`config.mk`:
```
export PLATFORM = sky130hd
export DESIGN_NAME = cbadc_chain_modulator_fxp
export DESIGN_NICKNAME = d
export VERILOG_FILES = /design/src/rtl/cbadc_chain_modulator_fxp.sv
export SDC_FILE = /design/constraint.sdc
export NUM_CORES = 1
export LEC_CHECK = 0
export ABC_AREA = 0
export BUFFER_PORTS_ARGS = -buffer_cell sky130_fd_sc_hd__buf_4
export CAP_MARGIN = 10
export CELL_PAD_IN_SITES_DETAIL_PLACEMENT = 0
export CELL_PAD_IN_SITES_GLOBAL_PLACEMENT = 1
export CORE_MARGIN = 2
export CORE_UTILIZATION = 35
export CTS_CLUSTER_DIAMETER = 80
export DETAILED_ROUTE_END_ITERATION = 10
export GPL_TIMING_DRIVEN = 0
export PLACE_DENSITY = 0.66
export SYNTH_ARGS = -nofsm -noshare
export SYNTH_HDL_FRONTEND = slang
export SYNTH_SLANG_ARGS = --single-unit
```
`constraint.sdc`:
```
create_clock -name clk -period 9.3 [get_ports clk]
set_input_delay 1.395 -clock clk [delete_from_list [all_inputs] [get_ports clk]]
set_output_delay 1.395 -clock clk [all_outputs]
set_load 0.03 [all_outputs]
```
`src/rtl/cbadc_chain_modulator_fxp.sv`:
```
// Chain-of-integrators control-bounded ADC modulator: one N-bit control vector per enabled clock.
// Latency: u reaches x_0/out in one enabled step; no backpressure, en=0 freezes all state.
module cbadc_chain_modulator_fxp #(
   parameter int N      = 3,
   parameter int n_int  = 3,
   parameter int n_mant = 8,
   parameter int B      = 2,
   parameter int WARMUP = 16
) (
   input  logic                                clk,
   input  logic                                rst,
   input  logic                                en,
   input  logic signed [n_mant:0]              u,
   output logic        [N-1:0]                 out,
   output logic                                valid,
   output logic                                ovf,
   output logic        [N*(n_int+n_mant+1)-1:0] state
);
   localparam int W  = n_int + n_mant + 1;
   localparam int SW = W + 2;
   localparam int CW = (WARMUP > 0) ? $clog2(WARMUP + 1) : 1;
   localparam logic signed [SW-1:0] F_POS = SW'((1 << n_mant) >>> B);
   localparam logic signed [SW-1:0] X_MAX = SW'((1 << (W - 1)) - 1);
   localparam logic signed [SW-1:0] X_MIN = -X_MAX - SW'(1);

   logic signed [W-1:0]  x_q [N];
   logic signed [W-1:0]  x_d [N];
   logic        [N-1:0]  out_q, out_d;
   logic                 valid_q, valid_d;
   logic                 ovf_q, ovf_d;
   logic        [CW-1:0] cnt_q, cnt_d;

   logic signed [W-1:0]  src  [N];
   logic signed [SW-1:0] sum  [N];
   logic signed [SW-1:0] satv [N];
   logic        [N-1:0]  clamp;

   always_comb begin
      x_d   = x_q;
      out_d = out_q;
      clamp = '0;
      // Stage 0 integrates the input sample; every stage reads pre-edge neighbours (Jacobi update).
      src[0] = W'(u);
      for (int k = 1; k < N; k++) begin
         src[k] = x_q[k-1];
      end
      for (int k = 0; k < N; k++) begin
         sum[k] = SW'(x_q[k]) + SW'(src[k] >>> B) + (out_q[k] ? -F_POS : F_POS);
         satv[k] = sum[k];
         if (sum[k] > X_MAX) begin
            satv[k]  = X_MAX;
            clamp[k] = 1'b1;
         end else if (sum[k] < X_MIN) begin
            satv[k]  = X_MIN;
            clamp[k] = 1'b1;
         end
         if (en) begin
            x_d[k]   = satv[k][W-1:0];
            out_d[k] = ~satv[k][W-1];
         end
      end
      ovf_d = ovf_q | (en & (|clamp));

      cnt_d = cnt_q;
      if (en && (cnt_q != CW'(WARMUP))) begin
         cnt_d = cnt_q + CW'(1);
      end
      // With WARMUP=0 the counter already sits at its target, so valid rises on the first edge.
      valid_d = valid_q | (cnt_d == CW'(WARMUP));
   end

   always_ff @(posedge clk or negedge rst) begin
      if (!rst) begin
         for (int k = 0; k < N; k++) begin
            x_q[k] <= '0;
         end
         out_q   <= '0;
         valid_q <= 1'b0;
         ovf_q   <= 1'b0;
         cnt_q   <= '0;
      end else begin
         for (int k = 0; k < N; k++) begin
            x_q[k] <= x_d[k];
         end
         out_q   <= out_d;
         valid_q <= valid_d;
         ovf_q   <= ovf_d;
         cnt_q   <= cnt_d;
      end
   end

   assign out   = out_q;
   assign valid = valid_q;
   assign ovf   = ovf_q;

   for (genvar k = 0; k < N; k++) begin : g_state
      assign state[k*W +: W] = x_q[k];
   end

endmodule

```
Word-level counts from Yosys, hierarchy flattened
Cells that the tools add are included.
- register bits after elaboration: 46
- latch bits: 0
- RAM bits: 0
- bits in read-only memories: 0
- input port bits: 12
- output and inout port bits: 41
- word-level logic and storage cells: 46
- memories: 0
- add/subtract/negate cells: 7
- multiply operators: 0
- divide/modulo/power cells: 0
- $lt $le $gt $ge: 6
- eq/ne operators: 2
- shifts and indexed selects: 0
- mux-type cells: 16
- bitwise logic cells: 6
- reductions and logical operators: 2
- operators by type and width (operator ; number):
    2-to-1 mux 12 bit ; 6
    adder 13 x 14 -> 14 bit ; 3
    > comparator 14 x 12 -> 1 bit, second input constant ; 3
    less-than comparator 14 x 12 -> 1 bit, second input constant ; 3
    2-to-1 mux 14 bit ; 3
    adder 12 x 10 -> 13 bit ; 2
    adder 12 x 7 -> 13 bit ; 1
    2-to-1 mux 1 bit ; 6
    adder 5 x 1 -> 5 bit, second input constant ; 1
    == test 5 bit, second input constant ; 1
    2-to-1 mux 5 bit ; 1
    inequality test 5 bit, second input constant ; 1
    inverter 1 bit ; 3
    OR reduction 3 bit ; 1
    bitwise OR 1 bit ; 2
    AND 1 bit ; 1
    logical AND 1 bit ; 1

Logic depth before layout (Yosys ltp)
- depth after elaboration: 8
- mapped depth: 13
- gate-level depth less buffers: 12

Worst setup path after synthesis
No wires, ideal clock.
- path kind: input port to flip-flop
- start point: input port u[3]
- end point: register x_q, in the netlist state[8]
- library setup time: 131 ps
- data arrival time: 4094 ps
- required time: 9169 ps
- slack: 5076 ps
- cell stages on the path: 12
- buffers on the path: 1
- cells stage by stage: ha_1 > ha_1 > fa_1 > a21o_1 > a221oi_2 > a211oi_2 > a2111oi_0 > o21ai_0 > a311o_1 > buf_2 > a211oi_1 > a21oi_1
- word-level cells in the longest chain between the ends: 5
- elaborated cells on any way between the ends: 6
- those cells by class: 2 x add/sub; 2 x order compare; 2 x mux
- ends and longest elaborated chain (element ; RTL line ; source):
    from (decl) ; 13 ; input logic signed [n_mant:0] u,
    adder 12 x 7 -> 13 bit (*) ; 48 ; sum[k] = SW'(x_q[k]) + SW'(src[k] >>> B) + (out_q[k] ? -F_POS : F_POS);
    adder 13 x 14 -> 14 bit (*) ; 48 ;
    less-than comparator 14 x 12 -> 1 bit ; 53 ; end else if (sum[k] < X_MIN) begin
    2-to-1 mux 12 bit ; 53 ;
    2-to-1 mux 12 bit (*) ; 50 ; if (sum[k] > X_MAX) begin
    to (signal, indexed assignment) ; 83 ; x_q[k] <= x_d[k];
    to (decl) ; 26 ; logic signed [W-1:0] x_q [N];
Mark *: on every way between the ends. The rest lies on a longest branch, timed or not.
A chain may end at the register's enable or synchronous reset.

Final worst setup path
Ends and elaborated chain as after synthesis.

==> results.txt <==
----------------------------------------------------
[Critical path]
  CP arrival ... 4.51 ns
  Most used cell along the critical path ... sky130_fd_sc_hd__ha_1
  Critical Path Source Type ... input port
  Cells along the critical path ... buf_4, ha_1, ha_1, fa_1, a21o_1, a221oi_2, a211oi_2, a2111oi_0, o21ai_0, a311o_1, buf_2, a211oi_1, a21oi_1
  Critical-path top delay cell ... sky130_fd_sc_hd__fa_1
  Type of the worst setup path ... in -> reg
  Maximum single-stage delay on the critical path ... 0.41 ns
  Kind of end point of the critical path ... flop
  Critical path required time ... 9.46 ns
  Maximum fanout encountered on the critical timing path ... 10

[Yosys]
  Number of nets in the synthesized netlist ... 550
  EDFF count, synth ... 0
  Number of distinct library cells after synthesis ... 62
  Number of flip-flops and latches in the synthesized netlist ... 46
  Fraction of the yosys area taken by sequential cells ... 26.9%
  Mapped Cells ... 461
  Fraction of synthesis flops using an asynchronous set or reset pin ... 100%
  Synthesized cell area ... 4270 sq um
  Number of warnings reported in the yosys synthesis log ... 0
  Primary FF master, synth ... sky130_fd_sc_hd__dfrtp_1
  Average cell area after synthesis ... 9.27 sq um

[Job]
  Max-Cap Viols ... 0

[Clocking]
  Number of gates resized after CTS ... 0
  Number of clock sinks ... 46
  H-Tree Level Count ... 2
  Clock Pin Slew Worst Setup and Hold Paths ... 0.07 ns
  Number of hold buffers added after cts ... 0
  Maximum clock path buffer count ... 2
  CTS tree ... done
  Cell at the root of the clock tree ... sky130_fd_sc_hd__clkbuf_16
  Post-CTS Setup Inserts ... 0
  Source-to-sink clock delay at the later pin of the worst-skew pair ... 0.29 ns
  Clock buffers created by TritonCTS ... 5

[Drt]
  Routed wirelength normalized by instance count ... 16.0 microns
  First-pass detailed-route iteration total ... 4
  Vias post-DR ... 3584
  Drt initial violations ... 168
  Remaining antenna violation count ... 0
  Detail-routed via count per cell ... 5.39
  DRC violation count after routing ... 0
  Final WL ... 10.6 mm

[Floorplanning]
  Die height ... 114 microns
  Number of top-level pins ... 53
  Site Rows ... 40
  Core area ... 12000 sq um
  Initial Utilization ... 35.7%
  Die Footprint ... 13100 sq um
  DIE WIDTH ... 114 microns

[Global routing]
  First-pass GRT wire length ... 17.7 mm
  Initial antenna violation count ... 0
  Total track usage ... 16.9%
  Largest net degree at the start of global routing ... 47
  Vias in the first global route ... 3458
  Gr ovfl total ... 0

[Place]
  Count of input and output buffers ... 49
  Instance area at placement ... 4820 sq um
  Routability Congestion ... 0.858
  HPWL reported at the end of detailed placement ... 8.37 mm

[Cells and area]
  Footprint of the flip-flops and latches ... 1150 sq um
  Multi-input combinational cell area ... 2960 sq um
  Final instance area ... 4990 sq um
  Nets ... 606
  # diodes ... 0
  Share of cells above drive strength 1 ... 16.4%
  Total of fill cells in the finished design ... 1213
  Relative area change from synthesis to final layout ... 16.7%

[Timing]
  Least-Margin Pin Slew ... 0.796 ns
  Hold Vio Cnt, Final ... 0
  Worst Skew ... 0.00969 ns
  Worst hold margin ... 0.464 ns
  TNS Setup ... 0 ns
  Highest attainable clock frequency ... 0.230 GHz
  Slew margin rel. ... 46.8%
  Final setup violation count ... 0
  Max-slew violation count ... 0
  Final clock period utilization by the worst path ... 46.8%
  Final period demand of the worst path ... 4.36 ns
  Unrepaired setup endpoints after global routing ... false

[Outcome]
  Status ... finished, final reports clean

[Min path]
  Worst min-delay path category ... reg -> reg

----------------------------------------------------
[placed cells by master, fill, tap and decap left out, types with 7 or more instances in the layout]
cell,instances
sky130_fd_sc_hd__ha_1,59
sky130_fd_sc_hd__a21oi_1,55
sky130_fd_sc_hd__buf_4,50
sky130_fd_sc_hd__nor2_1,48
sky130_fd_sc_hd__dfrtp_1,46
sky130_fd_sc_hd__nand2_1,34
sky130_fd_sc_hd__inv_1,22
sky130_fd_sc_hd__xnor2_1,21
sky130_fd_sc_hd__fa_1,18
sky130_fd_sc_hd__a21o_1,13
sky130_fd_sc_hd__a31oi_1,10
sky130_fd_sc_hd__nor3_1,9
sky130_fd_sc_hd__o21ai_0,8
sky130_fd_sc_hd__nand3_1,8
sky130_fd_sc_hd__xor2_1,7
sky130_fd_sc_hd__clkbuf_1,7
[layout make-up]
| cell class | count | share of cell area [%] |
|---|---|---|
| sequential | 46 | 23.1 |
| multi-input combinational | 380 | 59.4 |
| clock buffer | 7 | 3.06 |
| clock inverter | 1 | 0.176 |
| buffer | 13 | 1.51 |
| tap | 147 | 3.69 |
| inverter | 22 | 1.66 |
| timing repair buffer | 49 | 7.38 |
[sequential cells by signal (all words and copies together) (netlist names)]
register  cells
state        36
valid         1
out           3
ovf           1
cnt_q         5
[synth_stat cells, types with 5 or more instances]
cell type / n / area [sq um]
sky130_fd_sc_hd__ha_1: 59 / 738
sky130_fd_sc_hd__a21oi_1: 55 / 275
sky130_fd_sc_hd__nor2_1: 48 / 180
sky130_fd_sc_hd__dfrtp_1: 46 / 1150
sky130_fd_sc_hd__nand2_1: 34 / 128
sky130_fd_sc_hd__inv_1: 22 / 82.6
sky130_fd_sc_hd__xnor2_1: 21 / 184
sky130_fd_sc_hd__fa_1: 18 / 360
sky130_fd_sc_hd__a21o_1: 13 / 97.6
sky130_fd_sc_hd__a31oi_1: 10 / 62.6
sky130_fd_sc_hd__nor3_1: 9 / 45.0
sky130_fd_sc_hd__nand3_1: 8 / 40.0
sky130_fd_sc_hd__o21ai_0: 8 / 40.0
sky130_fd_sc_hd__clkbuf_1: 7 / 26.3
sky130_fd_sc_hd__xor2_1: 7 / 61.3
sky130_fd_sc_hd__o2bb2ai_1: 5 / 43.8
sky130_fd_sc_hd__or2_2: 5 / 31.3
[path summary, 6_finish.rpt]
path,startpoint,endpoint,slack (ns),depth (start not counted)
setup / recovery,u[3],state[8]$_DFFE_PN0P_,4.94,13
hold / removal,valid$_DFF_PN0_,valid$_DFF_PN0_,0.46,1
setup reg to reg,out[1]$_DFFE_PN0P_,state[13]$_DFFE_PN0P_,5.46,10
hold reg to reg,valid$_DFF_PN0_,valid$_DFF_PN0_,0.46,1
max in group asynchronous,rst,state[22]$_DFFE_PN0P_,7.75,1
min in group asynchronous,rst,state[29]$_DFFE_PN0P_,1.12,1
[cells by family after synthesis]
group                    after synthesis  synth area share, %
AO/OA/AOI/OAI                        135                 21.4
XOR/XNOR                              28                 5.74
adder cells (fa/ha/maj)               77                 25.7
buffers and inverters                 35                 3.69
flip-flops                            46                 26.9
multiplexers                           3                0.703
AND/OR/NAND/NOR                      137                 15.8
[worst max-delay path: cells and delay by family]
| family | cells | cell delay [ns] |
|---|---|---|
| compound gates | 8 | 1.90 |
| buf+inv | 2 | 0.31 |
| fa+ha+maj | 3 | 0.92 |
[through the flow]
stage               setup slack [ns]  utilization (%)  instances
floorplan                       5.08                -        461
global placement                4.67             40.3        657
detailed placement              4.63             40.3        657
CTS                             4.95             41.7        665
global route                    4.81             41.7        665
finish                          4.94             41.7        665
[per-layer routing]
metal / GRT usage, % / part of all wire, %
met3: 2.59 / 2.6
met4: 3.17 / 0.79
met2: 26.6 / 46
met1: 24.7 / 51
met5: 0 / 0
Power is left out: the tool's default activity adds up to more than one toggle a clock period on the data nets, which glitch-free logic cannot reach.
